File: src/rtl/microwave_ctrl_pkg.sv
// Shared definitions for the microwave cooking-cycle controller: state
// encodings, state width and default parameter values.
package microwave_ctrl_pkg;

  localparam int unsigned StateWidth     = 3;
  localparam int unsigned DefaultTw      = 4;
  localparam int unsigned DefaultBeepLen = 8;

  typedef enum logic [StateWidth-1:0] {
    StIdle  = 3'd0,
    StSet   = 3'd1,
    StRun   = 3'd2,
    StPause = 3'd3,
    StDone  = 3'd4
  } state_e;

endpackage

File: src/rtl/microwave_ctrl_tick_down_counter.sv
// tick_down_counter: loadable down counter with enable and clear. It never
// wraps below zero; is_one_o flags the last count before reaching zero.
module tick_down_counter #(
  parameter int unsigned Width = 4
) (
  input  logic             clk_i,
  input  logic             rst_i,
  input  logic             clr_i,
  input  logic             load_i,
  input  logic [Width-1:0] load_val_i,
  input  logic             en_i,
  output logic [Width-1:0] count_o,
  output logic             is_one_o
);

  logic [Width-1:0] count_q, count_d;

  // Next count: clear beats load beats decrement; decrement saturates at zero.
  always_comb begin
    count_d = count_q;
    if (clr_i) begin
      count_d = '0;
    end else if (load_i) begin
      count_d = load_val_i;
    end else if (en_i && (count_q != '0)) begin
      count_d = count_q - Width'(1);
    end
  end

  // Count register with synchronous active-high reset.
  always_ff @(posedge clk_i) begin
    if (rst_i) begin
      count_q <= '0;
    end else begin
      count_q <= count_d;
    end
  end

  assign count_o  = count_q;
  assign is_one_o = (count_q == Width'(1));

endmodule

File: src/rtl/microwave_ctrl.sv
// microwave_ctrl: cooking-cycle controller. Latches a cook time, runs the
// magnetron while counting down on tick, pauses on door/cancel and beeps for
// BEEP_LEN cycles at the end of cooking.
// Optional feature macro: MICROWAVE_POWER_LEVEL_EN adds a `power` input that
// duty-cycles the magnetron over a 4-tick window.
module microwave_ctrl
  import microwave_ctrl_pkg::*;
#(
  parameter int unsigned TW       = DefaultTw,
  parameter int unsigned BEEP_LEN = DefaultBeepLen
) (
  input  logic                  clk,
  input  logic                  rst,
  input  logic                  tick,
  input  logic [TW-1:0]         time_in,
  input  logic                  load,
  input  logic                  start,
  input  logic                  cancel,
  input  logic                  door_open,
`ifdef MICROWAVE_POWER_LEVEL_EN
  input  logic [1:0]            power,
`endif
  output logic [TW-1:0]         remaining,
  output logic                  mag_on,
  output logic                  lamp,
  output logic                  beep,
  output logic [StateWidth-1:0] state
);

  localparam int unsigned BeepW = $clog2(BEEP_LEN + 1);
  localparam logic [BeepW-1:0] BeepLoad = BeepW'(BEEP_LEN);

  state_e state_q, state_d;
  logic   mag_on_q, mag_on_d;
  logic   beep_q, beep_d;
  logic   run_power_ok;

  // Remaining-time counter controls.
  logic          rem_clr, rem_load, rem_en, rem_is_one;
  logic [TW-1:0] rem_count;

  // Beep timer controls.
  logic             bt_clr, bt_load, bt_en, bt_is_one;
  logic [BeepW-1:0] bt_count;

  tick_down_counter #(
    .Width (TW)
  ) u_remaining (
    .clk_i      (clk),
    .rst_i      (rst),
    .clr_i      (rem_clr),
    .load_i     (rem_load),
    .load_val_i (time_in),
    .en_i       (rem_en),
    .count_o    (rem_count),
    .is_one_o   (rem_is_one)
  );

  tick_down_counter #(
    .Width (BeepW)
  ) u_beep_timer (
    .clk_i      (clk),
    .rst_i      (rst),
    .clr_i      (bt_clr),
    .load_i     (bt_load),
    .load_val_i (BeepLoad),
    .en_i       (bt_en),
    .count_o    (bt_count),
    .is_one_o   (bt_is_one)
  );

  // Next-state and counter control. Inputs are resolved in the order
  // cancel > door_open > start > load > tick; an input with no effect in the
  // current state falls through to the next one.
  always_comb begin
    state_d  = state_q;
    rem_clr  = 1'b0;
    rem_load = 1'b0;
    rem_en   = 1'b0;
    bt_clr   = 1'b0;
    bt_load  = 1'b0;
    bt_en    = 1'b0;
    case (state_q)
      StIdle: begin
        if (cancel) begin
          rem_clr = 1'b1;
        end else if (load && (time_in != '0)) begin
          rem_load = 1'b1;
          state_d  = StSet;
        end
      end
      StSet: begin
        if (cancel) begin
          rem_clr = 1'b1;
          state_d = StIdle;
        end else if (start && !door_open && (rem_count != '0)) begin
          state_d = StRun;
        end else if (load) begin
          if (time_in == '0) begin
            rem_clr = 1'b1;
            state_d = StIdle;
          end else begin
            rem_load = 1'b1;
          end
        end
      end
      StRun: begin
        // A tick coinciding with door/cancel is dropped.
        if (cancel || door_open) begin
          state_d = StPause;
        end else if (tick) begin
          rem_en = 1'b1;
          if (rem_is_one) begin
            state_d = StDone;
            bt_load = 1'b1;
          end
        end
      end
      StPause: begin
        if (cancel) begin
          rem_clr = 1'b1;
          state_d = StIdle;
        end else if (!door_open && start && (rem_count != '0)) begin
          state_d = StRun;
        end
      end
      StDone: begin
        if (cancel || door_open || bt_is_one || (bt_count == '0)) begin
          bt_clr  = 1'b1;
          state_d = StIdle;
        end else begin
          bt_en = 1'b1;
        end
      end
      default: begin
        rem_clr = 1'b1;
        bt_clr  = 1'b1;
        state_d = StIdle;
      end
    endcase
  end

`ifdef MICROWAVE_POWER_LEVEL_EN
  logic [1:0] phase_q, phase_d;
  logic [1:0] power_q, power_d;

  // Power level latches with an accepted load; phase restarts on SET->RUN and
  // advances on every accepted RUN tick, so it holds still in PAUSE.
  always_comb begin
    phase_d = phase_q;
    power_d = power_q;
    if (rem_load) begin
      power_d = power;
    end
    if ((state_q == StSet) && (state_d == StRun)) begin
      phase_d = '0;
    end else if (rem_en) begin
      phase_d = phase_q + 2'd1;
    end
  end

  // Power level and tick phase registers.
  always_ff @(posedge clk) begin
    if (rst) begin
      phase_q <= '0;
      power_q <= '0;
    end else begin
      phase_q <= phase_d;
      power_q <= power_d;
    end
  end

  assign run_power_ok = (phase_d <= power_q);
`else
  assign run_power_ok = 1'b1;
`endif

  // Registered outputs follow the state being entered.
  always_comb begin
    mag_on_d = (state_d == StRun) && run_power_ok;
    beep_d   = (state_d == StDone);
  end

  // State and registered-output flops.
  always_ff @(posedge clk) begin
    if (rst) begin
      state_q  <= StIdle;
      mag_on_q <= 1'b0;
      beep_q   <= 1'b0;
    end else begin
      state_q  <= state_d;
      mag_on_q <= mag_on_d;
      beep_q   <= beep_d;
    end
  end

  assign remaining = rem_count;
  assign mag_on    = mag_on_q;
  assign beep      = beep_q;
  assign state     = state_q;
  assign lamp      = door_open | (state_q == StRun);

endmodule
File: config.mk
export PLATFORM = sky130hd
export DESIGN_NAME = microwave_ctrl
export DESIGN_NICKNAME = d
export VERILOG_FILES = /design/src/rtl/microwave_ctrl_pkg.sv /design/src/rtl/microwave_ctrl_tick_down_counter.sv /design/src/rtl/microwave_ctrl.sv
export SDC_FILE = /design/constraint.sdc
export NUM_CORES = 1
export LEC_CHECK = 0
export ABC_CLOCK_PERIOD_IN_PS = 2400
export CAP_MARGIN = 20
export CELL_PAD_IN_SITES_DETAIL_PLACEMENT = 2
export CELL_PAD_IN_SITES_GLOBAL_PLACEMENT = 2
export CORE_MARGIN = 2
export CORE_UTILIZATION = 24
export CTS_CLUSTER_DIAMETER = 120
export CTS_CLUSTER_SIZE = 40
export DETAILED_ROUTE_END_ITERATION = 7
export DONT_BUFFER_PORTS = 1
export PLACE_DENSITY_LB_ADDON = 0.1
export SLEW_MARGIN = 20
export SYNTH_ARGS = -nofsm -noshare
export SYNTH_HDL_FRONTEND = slang
export SYNTH_SLANG_ARGS = --single-unit
File: constraint.sdc
create_clock -name clk -period 2.4 [get_ports clk]
set_clock_uncertainty 0.05 [all_clocks]
set_input_delay 0.48 -clock clk [delete_from_list [all_inputs] [get_ports clk]]
set_output_delay 0.48 -clock clk [all_outputs]
set_load 0.05 [all_outputs]
; ---- Word level (Yosys, flattened, before mapping)
; Cells that the tools add are included.
[totals]
regBits = 13
in_bits = 11
out_inout_bits = 10
elab_cells = 81
[classes]
add_sub_neg = 2
n_eq_ne = 8
mux = 41
bitwise = 1
reduce_logical = 23
[ops]
columns = op, n
row1 = 2-to-1 mux 3 bit, 12
row2 = 2-to-1 mux 1 bit, 21
row3 = 2-to-1 mux 4 bit, 4
row4 = one-hot mux 3 bit (5 select lines), 1
row5 = nonzero test 4 bit, 3
row6 = == test 3 x 2 -> 1 bit (second input constant), 3
row7 = == test 4 x 1 -> 1 bit (second input constant), 2
row8 = logical NOT 4 bit, 2
row9 = OR reduction 2 bit, 4
row10 = subtractor 4 x 1 -> 4 bit (second input constant), 2
row11 = == test 3 bit (second input constant), 2
row12 = logical AND 1 bit, 5
row13 = one-hot mux 1 bit (2 select lines), 2
row14 = nonzero test 2 bit, 2
row15 = OR reduction 4 bit, 1
row16 = == test 3 x 1 -> 1 bit (second input constant), 1
row17 = logical NOT 3 bit, 1
row18 = logical OR 1 bit, 3
row19 = one-hot mux 1 bit (3 select lines), 1
row20 = OR reduction 3 bit, 1
row21 = logical NOT 1 bit, 1
row22 = OR 1 bit, 1

; ---- Depth between registers and ports, before layout
; Gate-level depths: netlist of the first run.
[logic_depth]
word_depth = 8
mapped_depth = 7

; ---- Modules after synthesis
; Synthesis of the first run repeated with hierarchy kept, for this count alone.
[unflattened]
cells_unflattened = 108
area_unflattened_um2 = 912.1
[by_module_without_submodules]
columns = module, n_inst, cells_each, area_per_inst_um2, seq_area_each_um2
row1 = tick_down_counter, 2, 32, 272.8, 80.1
row2 = microwave_ctrl, 1, 44, 366.6, 100.1

; ---- Worst setup path before layout of the first run
; OpenSTA, ideal clock, no wires.
[synth_timing]
path_type = register to register
start = reg u_remaining.count_q[1] (netlist: u_remaining.count_o[1])
end = reg u_remaining.count_q[1] (netlist: u_remaining.count_o[1])
setup_ns = 0.070
t_arrival_ns = 1.958
slack_ns = 0.322
path_stages_with_launch = 8
path_buffers = 1
period_less_slack_ns = 2.078
path_cell_list = dfxtp_1 inv_1 ha_1 or3b_1 buf_2 a311o_4 or2_0 a21oi_1
[synth_via]
elab_chain_cells = 6
word_cells_on_any_way = 14
cone_classes = add/sub: 1 / mux: 8 / reduce/logical: 5
[synth_lines]
columns = element, line_no
row1 = "start, declared", microwave_ctrl_tick_down_counter.sv:16  ; logic [Width-1:0] count_q, count_d;
row2 = "start signal, assigned", microwave_ctrl_tick_down_counter.sv:35  ; count_q <= count_d;
row3 = nonzero test 4 bit, "microwave_ctrl_tick_down_counter.sv:25, microwave_ctrl.sv:96"
row4 = logical AND 1 bit, microwave_ctrl.sv:96  ; end else if (start && !door_open && (rem_count != '0)) begin
row5 = 2-to-1 mux 1 bit, microwave_ctrl.sv:96
row6 = 2-to-1 mux 1 bit, microwave_ctrl.sv:93  ; if (cancel) begin
row7 = one-hot mux 1 bit (3 select lines) or one-hot mux 1 bit (2 select lines) (tied branches), microwave_ctrl.sv:83  ; case (state_q)
row8 = OR reduction 2 bit (no line) (tied with other cells), --
; Several ways; a longest one is shown, not always the timed one. The select of a mux whose other input is x is not followed.
; A chain may end at the register's enable or synchronous reset.

; ---- Worst setup path in the final report of the first run
[layout_timing]
start = reg state_q[1] (netlist: state[1])
end = out lamp
[layout_via]
elab_chain_cells = 2
[layout_lines]
columns = element, line_no
row1 = "start, declared", microwave_ctrl.sv:33  ; state_e state_q, state_d;
row2 = "start signal, assigned", microwave_ctrl.sv:187  ; state_q <= StIdle;
row3 = "start signal, assigned", microwave_ctrl.sv:191  ; state_q <= state_d;
row4 = == test 3 x 2 -> 1 bit, microwave_ctrl.sv:201  ; assign lamp = door_open | (state_q == StRun);
row5 = OR 1 bit, microwave_ctrl.sv:201
row6 = "end, declared", microwave_ctrl.sv:25  ; output logic lamp,
; Every way passes these cells.

==> summary.txt, run 1 <==
Place
  – Post-DP HPWL: 2.08 mm
  – Worst slack, placed: 0.460 ns
  – Port Buffers: 0
  – GP Congestion: 0.695
  – Placed cells: 151
  – Post-DP Area: 972 um^2

Power and ir drop
  – Clock network power share: 34.0%
  – Switching power: 125 uW
  – IR drop worst, VDD: 0.000212 V
  – Sequential power share: 51.7%
  – PwrDens: 429 nW/um^2
  – Sw Share: 29.2%
  – Gate power share: 14.3%
  – Leak Pwr: 0.000386 uW
  – Internal power: 304 uW

Timing
  – Max-slew violation count: 0
  – Final worst slack: 0.397 ns
  – Number of setup violations in the final report: 0
  – Setup_tns: 0 ns
  – Slew HR: 53.2%
  – Fmax: 499 MHz
  – Worst-Margin Slew: 0.700 ns
  – Final Hold Fails: 0
  – Minimum clock period: 2.00 ns
  – RSZ-0062 raised after global routing: no
  – Final worst path period share: 83.5%

Synth
  – Post-synthesis sequential area ratio: 30.3%
  – Proportion of synthesized area in mux cells: 1.31%
  – Compound-Gate Fraction of Synth Area: 21.5%
  – Post-Synth Simple-Gate Area: 29.5%
  – Synthesized area: 860 um^2
  – Dominant cells by area after synthesis: dfxtp_1 30%, ha_1 7.3%, inv_1 4.4%
  – Cell type with the largest total area after synthesis: dfxtp_1
  – Mapped Nets: 114
  – Xor-xnor portion of the synthesized cell area: 5.09%
  – Synth unique cells: 39
  – Syn Area/Cell: 8.77 um^2
  – Largest family of logic cells by synthesized area: simple AND/OR/NAND/NOR gates
  – Adder-cell share of the synthesized area: 7.28%
  – Yosys reg bits: 13
  – Cells after Synth: 98
  – Synth warn: 0
  – Top cell type's share of synthesized area: 30.3%

Clock tree
  – H-tree depth: 1
  – Clk sink count: 13
  – # Post-CTS Setup Buffers: 0
  – Clk Latency, worst-skew pair: 0.28 ns
  – Total CTS buffers: 3
  – Bufs on Longest Clock Path: 2
  – Hold-fix buffers at CTS: 0
  – Reg clk slew, reported paths: 0.09 ns
  – CTS tree: done
  – Post-CTS resize count: 0
  – Root Driver: clkbuf_4

Route
  – Initial DRC Count: 23
  – Via-to-Cell Ratio: 5.05
  – Vias: 782
  – WL per Instance: 16.4 um
  – Total wire length: 2.55 mm
  – TritonRoute pass-1 iters: 3
  – DRC: 0
  – Antenna Violating Nets Remaining: 0

Setup path
  – Crit path max fanout: 10
  – CP Capture Type: output port
  – CP required: 1.87 ns
  – WP data arrival: 1.47 ns
  – Kind of critical path: flip-flop to output port
  – CP startpoint kind: flip-flop

GRT
  – First-pass GRT wire length: 4.28 mm
  – Initial antenna violation count: 0
  – Largest net degree at the start of global routing: 11
  – Grt ovf: 0
  – Gr usage total: 13.4%
  – Vias in the first global route: 914

Floorplanning
  – Die H: 63.8 um
  – Core Area: 3390 um^2
  – Die width: 63.8 um
  – Full die area: 4080 um^2
  – I/O Pins: 21
  – Starting Density: 25.4%
  – Core Rows: 21

Hold path
  – Worst Hold Class: input port to flip-flop

Cells and area
  – Share of cells above drive strength 1: 17.4%
  – Nets: 126
  – Fin area: 998 um^2
  – N_diodes: 0
  – Fillers: 400
  – Final std cells w/o fill: 155
  – Area growth syn-to-layout: 16.2%

Job
  – Max cap viols: 0

Run status
  – Status: completed
placed cells by master (no fill, tap or decap), drive strengths merged, types with 2 or more instances in the layout:
master   Yosys  layout
a21oi        5       5
nand2b       2       2
inv         10      10
nand2        3       3
xnor2        2       2
o21ai        4       4
nor3         3       3
nor2         9       9
nand4        4       4
nor3b        3       3
dfxtp       13      13
nor2b        3       3
clkbuf       0       4
a211oi       3       3
o211ai       3       3
or2          3       3
ha           5       5
xor2         3       3
and3         2       2
o2111ai      2       2
buf          1       8
cells in the mapped netlist, drive strengths merged:
master,instances
o21ai,4
xor2,3
nor4,1
nor3,3
nor3b,3
o211ai,3
nand4bb,1
xnor2,2
dfxtp,13
mux2,1
a221o,1
a211oi,3
and2,1
a32oi,1
nand2b,2
nand3,1
nand4,4
nand2,3
a221oi,1
a21oi,5
o311a,1
a311o,1
a211o,1
nor2,9
and3,2
or3b,1
o2111ai,2
o22a,1
nor2b,3
inv,10
buf,1
ha,5
or4b,1
and2b,1
or2,3
sequential cells by signal (all words and copies together) (netlist names):
| signal | cells |
|---|---|
| u_beep_timer.count_o | 4 |
| u_remaining.count_o | 4 |
| state | 3 |
| beep | 1 |
| mag_on | 1 |
path summary, 6_finish.rpt:
| kind | from | endpoint | slack, ns | cells after the start |
|---|---|---|---|---|
| max | state[1] | lamp | 0.40 | 3 |
| min | time_in[0] | u_remaining.count_o[0] | 0.34 | 2 |
| max reg2reg | u_remaining.count_o[1] | u_remaining.count_o[1] | 0.44 | 6 |
| min reg2reg | u_beep_timer.count_o[2] | u_beep_timer.count_o[2] | 0.53 | 2 |
critical path: stages, from the launching register on:
cell and delay (ns):
dfxtp_1 0.53, nor3b_2 0.22, buf_4 0.16, or2_2 0.28
layout make-up:
cell class	count	area [um^2]	area share [%]
Tap cell	46	57.6	5.76
Multi-Input combinational cell	74	557	55.8
Sequential cell	13	260	26.1
Clock buffer	4	26.3	2.63
Inverter	10	37.5	3.76
Timing Repair Buffer	8	60.1	6.02
power by group through the flow:
stage               Combinational [uW]  Clock [uW]  Sequential, uW
floorplan                         36.0           0             238
global route                      66.8         167             222
detailed placement                61.4           0             227
finish                            61.1         146             222
global placement                  60.6           0             227
CTS                               61.7         155             222
routing by layer:
| metal | up-vias | GRT usage (%) | wire length (um) | share of wire [%] |
|---|---|---|---|---|
| met5 | - | 0 | 0 | 0 |
| met4 | 0 | 2.45 | 17 | 0.67 |
| met3 | 2 | 4.58 | 103 | 4.0 |
| met2 | 14 | 24.7 | 1320 | 52 |
| met1 | 388 | 14.9 | 1110 | 43 |
| li1 | 378 | - | - | - |
logic make-up after synthesis:
| family | Yosys count |
|---|---|
| XOR/XNOR | 5 |
| buffers and inverters | 11 |
| multiplexers | 1 |
| AO/OA/AOI/OAI | 24 |
| adder cells (fa/ha/maj) | 5 |
| AND/OR/NAND/NOR | 39 |
| flip-flops | 13 |
through the flow:
stage | total power, uW | util [%] | hold slack, ns
finish | 429 | 29.5 | 0.338
global route | 456 | 29.5 | 0.329
CTS | 439 | 29.5 | 0.330
detailed placement | 288 | 28.7 | 0.530
global placement | 287 | 28.7 | 0.492
floorplan | 274 | - | 0.444
Power figures use the tool's default switching activity.
==> run 2, diff against run 1 <==
Settings changed: ABC_CLOCK_PERIOD_IN_PS 2400 to 2050.
Clock period 2.4 ns to 2.05 ns, I/O delays scaled along.
==> summary.txt, run 2 (synthesized netlist as in run 1, its figures left out) <==
Setup path
  – Delay-heaviest family, CP: simple AND/OR/NAND/NOR gates (was flip-flops)
  – Crit path max fanout: 8 (was 10)
  – Worst r2r path cells: 6 (unchanged)
  – CP startpoint kind: flip-flop (unchanged)
  – Critical-path top delay cell: or3b_1 (was dfxtp_1)
  – R2r setup slk: 0.14 ns (was 0.44 ns)
  – Crit Reg-Reg Endpoint: u_remaining.count_o[1] (unchanged)
  – WP data arrival: 2.07 ns (was 1.47 ns)
  – Max stage delay on crit path: 0.44 ns (was 0.53 ns)
  – CP required: 2.21 ns (was 1.87 ns)
  – Bufs and invs on worst path: 1 (unchanged)
  – CP Capture Type: flip-flop (was output port)
  – Crit-path cells: inv_1 > ha_1 > or3b_1 > a311o_4 > or2_0 > a21oi_1 (was nor3b_2 > buf_4 > or2_2)
  – Kind of critical path: flip-flop to flip-flop (was flip-flop to output port)
  – Startpoint of the worst register-to-register path: u_remaining.count_o[1] (unchanged)

Route
  – Initial DRC Count: 17 (was 23)
  – Antenna Violating Nets Remaining: 0 (unchanged)
  – Vias: 777 (was 782)
  – WL per Instance: 15.5 um (was 16.4 um)
  – Via-to-Cell Ratio: 4.95 (was 5.05)
  – TritonRoute pass-1 iters: 3 (unchanged)
  – DRC: 0 (unchanged)
  – Total wire length: 2.44 mm (was 2.55 mm)

Run status
  – Status: completed (unchanged)

Clock tree
  – H-tree depth: 1 (unchanged)
  – Hold-fix buffers at CTS: 0 (unchanged)
  – Root Driver: clkbuf_4 (unchanged)
  – # Post-CTS Setup Buffers: 0 (unchanged)
  – Post-CTS resize count: 0 (unchanged)
  – Total CTS buffers: 3 (unchanged)
  – Clk sink count: 13 (unchanged)
  – CTS tree: done (unchanged)
  – Reg clk slew, reported paths: 0.09 ns (about the same)
  – Clk Latency, worst-skew pair: 0.28 ns (about the same)
  – Bufs on Longest Clock Path: 2 (unchanged)

Timing
  – RSZ-0062 raised after global routing: no (unchanged)
  – Worst Hold Slack: 0.252 ns (was 0.338 ns)
  – Slew HR: 67.9% (was 53.2%)
  – Setup_tns: 0 ns (unchanged)
  – Fmax: 524 MHz
  – Worst-Margin Slew: 0.480 ns (was 0.700 ns)
  – Final Hold Fails: 0 (unchanged)
  – Max-slew violation count: 0 (unchanged)
  – Final worst path period share: 93.0%
  – Minimum clock period: 1.91 ns
  – Final worst slack: 0.143 ns (was 0.397 ns)
  – Number of setup violations in the final report: 0 (unchanged)

Floorplanning
  – Die H: 63.8 um (unchanged)
  – Starting Density: 25.4% (unchanged)
  – Core Area: 3390 um^2 (unchanged)
  – Die width: 63.8 um (unchanged)
  – I/O Pins: 21 (unchanged)
  – Core Rows: 21 (unchanged)
  – Full die area: 4080 um^2 (unchanged)

Place
  – GP Congestion: 0.756 (was 0.695)
  – Post-DP HPWL: 2.04 mm (was 2.08 mm)
  – Port Buffers: 0 (unchanged)
  – Post-DP Area: 990 um^2 (was 972 um^2)
  – Worst slack, placed: 0.161 ns (was 0.460 ns)

Hold path
  – Beginning of the worst hold path: time_in[2] (was time_in[0])
  – WHS Endpoint: u_remaining.count_o[2] (was u_remaining.count_o[0])
  – Worst Hold Class: input port to flip-flop (unchanged)
  – Min-Delay Path Depth: 2 (unchanged)

Cells and area
  – Multi-input gate area: 557 um^2 (unchanged)
  – Commonest non-fill, non-tap cells in the layout: 11 x dfxtp_1, 10 x inv_1, 10 x buf_4, 9 x nor2_1 (was 13 x dfxtp_1, 10 x inv_1, 9 x nor2_1, 8 x buf_4)
  – Share of cells above drive strength 1: 20.7% (was 17.4%)
  – N_diodes: 0 (unchanged)
  – Fillers: 389 (was 400)
  – Fin area: 1020 um^2 (was 998 um^2)
  – Area growth syn-to-layout: 18.2% (was 16.2%)
  – Nets: 128 (was 126)
  – Commonest non-fill, non-tap cell in the layout: dfxtp_1 (unchanged)
  – Storage cell area: 263 um^2 (was 260 um^2)

GRT
  – First-pass GRT wire length: 4.26 mm (was 4.28 mm)
  – Gr usage total: 13.5% (was 13.4%)
  – Largest net degree at the start of global routing: 9 (was 11)
  – Initial antenna violation count: 0 (unchanged)
  – Grt ovf: 0 (unchanged)
  – Vias in the first global route: 862 (was 914)

Power and ir drop
  – PwrDens: 500 nW/um^2 (was 429 nW/um^2)
  – Tot Pwr: 508 uW (was 429 uW)
  – IR drop worst, VDD: 0.000156 V (was 0.000212 V)
  – Leak Pwr: 0.000397 uW (was 0.000386 uW)

Job
  – Max cap viols: 0 (unchanged)
==> run 2: cell count changes in the layout (fill, tap and decap cells not counted) <==
cell / delta
buf_4: +2
dfxtp_1: -2
dfxtp_2: +2
==> run 2: layout make-up <==
cell class	instances	share of cell area, %
inverters	10	3.69
well taps	46	5.67
clock buffers	4	2.59
repair buffers	10	7.39
flip-flops and latches	13	25.9
multi-input cells	74	54.8
==> run 2: metal layers <==
metal,GRT usage (%),share of wire [%]
met1,15.2,44
met2,23.8,51
met3,4.23,4.3
met4,4.89,0.90
met5,0,0
==> run 2: how the worst max path moves through the flow <==
stage / from / end / cells past startpoint
after global placement: u_remaining.count_o[1] / u_remaining.count_o[1] / 6
after floorplan: u_remaining.count_o[1] / u_remaining.count_o[1] / 7
after CTS: u_remaining.count_o[1] / u_remaining.count_o[1] / 6
after global routing: u_remaining.count_o[1] / u_remaining.count_o[1] / 6
after detailed placement: u_remaining.count_o[1] / u_remaining.count_o[1] / 6
final: u_remaining.count_o[1] / u_remaining.count_o[1] / 6
==> run 2: stage by stage <==
step	utilization, %	instances
6_report	30.0	157
5_1_grt	30.0	157
4_1_cts	30.0	157
3_5_place_dp	29.2	153
3_3_place_gp	29.2	153
2_1_floorplan	-	98
==> run 2: power by group <==
group | internal [uW] | leakage [uW] | switching (uW)
sequential | 256 | 0.000106 | 3.94
combinational | 27.4 | 0.000276 | 47.8
clock | 75.5 | 0.0000150 | 97.1
total | 359 | 0.000397 | 149
==> run 3, diff against run 2 <==
--- a/config.mk
+++ b/config.mk
@@ -7,5 +7,4 @@
 export LEC_CHECK = 0
 export ABC_CLOCK_PERIOD_IN_PS = 2050
-export CAP_MARGIN = 20
 export CELL_PAD_IN_SITES_DETAIL_PLACEMENT = 2
 export CELL_PAD_IN_SITES_GLOBAL_PLACEMENT = 2
@@ -17,5 +16,5 @@
 export DONT_BUFFER_PORTS = 1
 export PLACE_DENSITY_LB_ADDON = 0.1
-export SLEW_MARGIN = 20
+export SLEW_MARGIN = 5
 export SYNTH_ARGS = -nofsm -noshare
 export SYNTH_HDL_FRONTEND = slang
==> constraint.sdc (replaced) <==
create_clock -name clk -period 2.05 [get_ports clk]
set_clock_uncertainty 0.05 [all_clocks]
set_input_delay 0.1025 -clock clk [delete_from_list [all_inputs] [get_ports clk]]
set_output_delay 0.1025 -clock clk [all_outputs]
set_load 0.05 [all_outputs]
==> summary.txt, run 3 (synthesized netlist as in run 1, its figures left out) <==
Setup path
  – Critical-path top delay cell: or3b_4 (was or3b_1)
  – WP data arrival: 2.09 ns (was 2.07 ns)
  – Crit-path cells: inv_1 > ha_1 > or3b_4 > a311o_4 > or2_0 > a21oi_2 (was inv_1 > ha_1 > or3b_1 > a311o_4 > or2_0 > a21oi_1)
  – Delay-heaviest family, CP: simple AND/OR/NAND/NOR gates (unchanged)
  – R2r setup slk: 0.12 ns (was 0.14 ns)
  – Bufs and invs on worst path: 1 (unchanged)
  – Worst r2r path cells: 6 (unchanged)
  – Crit Reg-Reg Endpoint: u_remaining.count_o[1] (unchanged)
  – Crit path max fanout: 8 (unchanged)
  – CP Capture Type: flip-flop (unchanged)
  – Startpoint of the worst register-to-register path: u_remaining.count_o[1] (unchanged)
  – Kind of critical path: flip-flop to flip-flop (unchanged)
  – CP startpoint kind: flip-flop (unchanged)
  – Max stage delay on crit path: 0.43 ns (was 0.44 ns)
  – CP required: 2.21 ns (about the same)

Route
  – Initial DRC Count: 16 (was 17)
  – WL per Instance: 16.0 um (was 15.5 um)
  – Antenna Violating Nets Remaining: 0 (unchanged)
  – Vias: 773 (was 777)
  – Total wire length: 2.51 mm (was 2.44 mm)
  – TritonRoute pass-1 iters: 4 (was 3)
  – DRC: 0 (unchanged)
  – Via-to-Cell Ratio: 4.92 (was 4.95)

Place
  – Post-DP HPWL: 2.08 mm (was 2.04 mm)
  – GP Congestion: 0.717 (was 0.756)
  – Worst slack, placed: 0.0391 ns (was 0.161 ns)
  – Port Buffers: 0 (unchanged)
  – Post-DP Area: 975 um^2 (was 990 um^2)

Floorplanning
  – Core Area: 3390 um^2 (unchanged)
  – Core Rows: 21 (unchanged)
  – Die width: 63.8 um (unchanged)
  – Die H: 63.8 um (unchanged)
  – Starting Density: 25.4% (unchanged)
  – Full die area: 4080 um^2 (unchanged)
  – I/O Pins: 21 (unchanged)

Clock tree
  – Reg clk slew, reported paths: 0.09 ns (about the same)
  – Total CTS buffers: 3 (unchanged)
  – Clk sink count: 13 (unchanged)
  – Bufs on Longest Clock Path: 2 (unchanged)
  – Clk Latency, worst-skew pair: 0.27 ns (was 0.28 ns)
  – H-tree depth: 1 (unchanged)
  – Root Driver: clkbuf_4 (unchanged)
  – CTS tree: done (unchanged)

Cells and area
  – Commonest non-fill, non-tap cells in the layout: 11 x dfxtp_1, 10 x inv_1, 9 x nor2_1, 8 x buf_4, 5 x ha_1 (was 11 x dfxtp_1, 10 x inv_1, 10 x buf_4, 9 x nor2_1)
  – Area growth syn-to-layout: 19.5% (was 18.2%)
  – Share of cells above drive strength 1: 20.7% (unchanged)
  – Commonest non-fill, non-tap cell in the layout: dfxtp_1 (unchanged)
  – N_diodes: 0 (unchanged)
  – Nets: 128 (unchanged)
  – Fin area: 1030 um^2 (was 1020 um^2)

Timing
  – RSZ-0062 raised after global routing: no (unchanged)
  – Setup_tns: 0 ns (unchanged)
  – Slew HR: 66.7% (was 67.9%)
  – Final worst slack: 0.120 ns (was 0.143 ns)
  – Max-slew violation count: 0 (unchanged)
  – Final worst path period share: 94.1% (was 93.0%)
  – Worst-Margin Slew: 0.498 ns (was 0.480 ns)
  – Final Hold Fails: 0 (unchanged)
  – Fmax: 518 MHz (was 524 MHz)
  – Worst Hold Slack: 0.0345 ns (was 0.252 ns)
  – Minimum clock period: 1.93 ns (was 1.91 ns)
  – Number of setup violations in the final report: 0 (unchanged)

GRT
  – Largest net degree at the start of global routing: 10 (was 9)
  – Initial antenna violation count: 0 (unchanged)
  – First-pass GRT wire length: 4.33 mm (was 4.26 mm)
  – Gr usage total: 13.6% (was 13.5%)
  – Vias in the first global route: 860 (was 862)
  – Grt ovf: 0 (unchanged)

Hold path
  – Beginning of the worst hold path: cancel (was time_in[2])
  – WHS Endpoint: state[1] (was u_remaining.count_o[2])
  – Worst Hold Class: input port to flip-flop (unchanged)
  – Min-Delay Path Depth: 3 (was 2)

Power and ir drop
  – PwrDens: 489 nW/um^2 (was 500 nW/um^2)
  – Leak Pwr: 0.000392 uW (was 0.000397 uW)
  – IR drop worst, VDD: 0.000160 V (was 0.000156 V)

Run status
  – Status: completed (unchanged)

Job
  – Max cap viols: 0 (unchanged)
==> run 3: cell types whose count changed in the layout (fill, tap and decap cells not counted), sizes merged <==
cell and delta:
buf -2, dlygate4sd3 +2
==> run 3: how the worst max path moves through the flow <==
stage | startpoint | end | slack [ns] | depth (start not counted)
global placement | u_remaining.count_o[1] | u_remaining.count_o[1] | 0.17 | 6
finish | u_remaining.count_o[1] | u_remaining.count_o[1] | 0.12 | 6
global route | u_remaining.count_o[1] | u_remaining.count_o[3] | 0.01 | 6
floorplan | u_remaining.count_o[1] | u_remaining.count_o[1] | 0.09 | 7
CTS | u_remaining.count_o[1] | u_remaining.count_o[1] | 0.02 | 6
detailed placement | u_remaining.count_o[1] | u_remaining.count_o[1] | 0.04 | 6
==> run 3: cell type report <==
class                           instances  area, um^2
Fill cell                             385        2360
Multi-Input combinational cell         74         563
Sequential cell                        13         263
Timing Repair Buffer                   10        80.1
Tap cell                               46        57.6
Inverter                               10        37.5
Clock buffer                            4        26.3
==> run 3: worst min-delay path, cell delays in order <==
cell	delay [ns]
nor2_1	0.04
o21ai_1	0.10
a21oi_1	0.08
==> run 3: layer usage <==
| layer | vias up | global-route usage, % | share of wire, % | routed length (um) |
|---|---|---|---|---|
| li1 | 385 | - | - | - |
| met1 | 377 | 17.1 | 47 | 1170 |
| met2 | 9 | 23.0 | 49 | 1240 |
| met3 | 2 | 2.64 | 3.2 | 81 |
| met4 | 0 | 4.89 | 0.88 | 22 |
| met5 | - | 0 | 0 | 0 |
==> run 3: where the power goes <==
part	internal (uW)	switching, uW
logic	29.4	46.6
clock network	75.4	89.7
registers	256	5.15
total	361	141
==> run 3: repair_timing <==
item,CTS,global route
gates resized for setup,0,2
setup endpoints to repair,0,2
hold buffers,2,0
setup buffers,0,0
endpoints found under the hold margin,2,0
==> run 3: per-stage QoR <==
step           std cells  util (%)  total power (uW)
6_report             157      30.3               502
5_1_grt              157      30.3               536
4_1_cts              157      30.1               513
3_5_place_dp         151      28.8               339
3_3_place_gp         151      28.8               337
2_1_floorplan         98         -               321
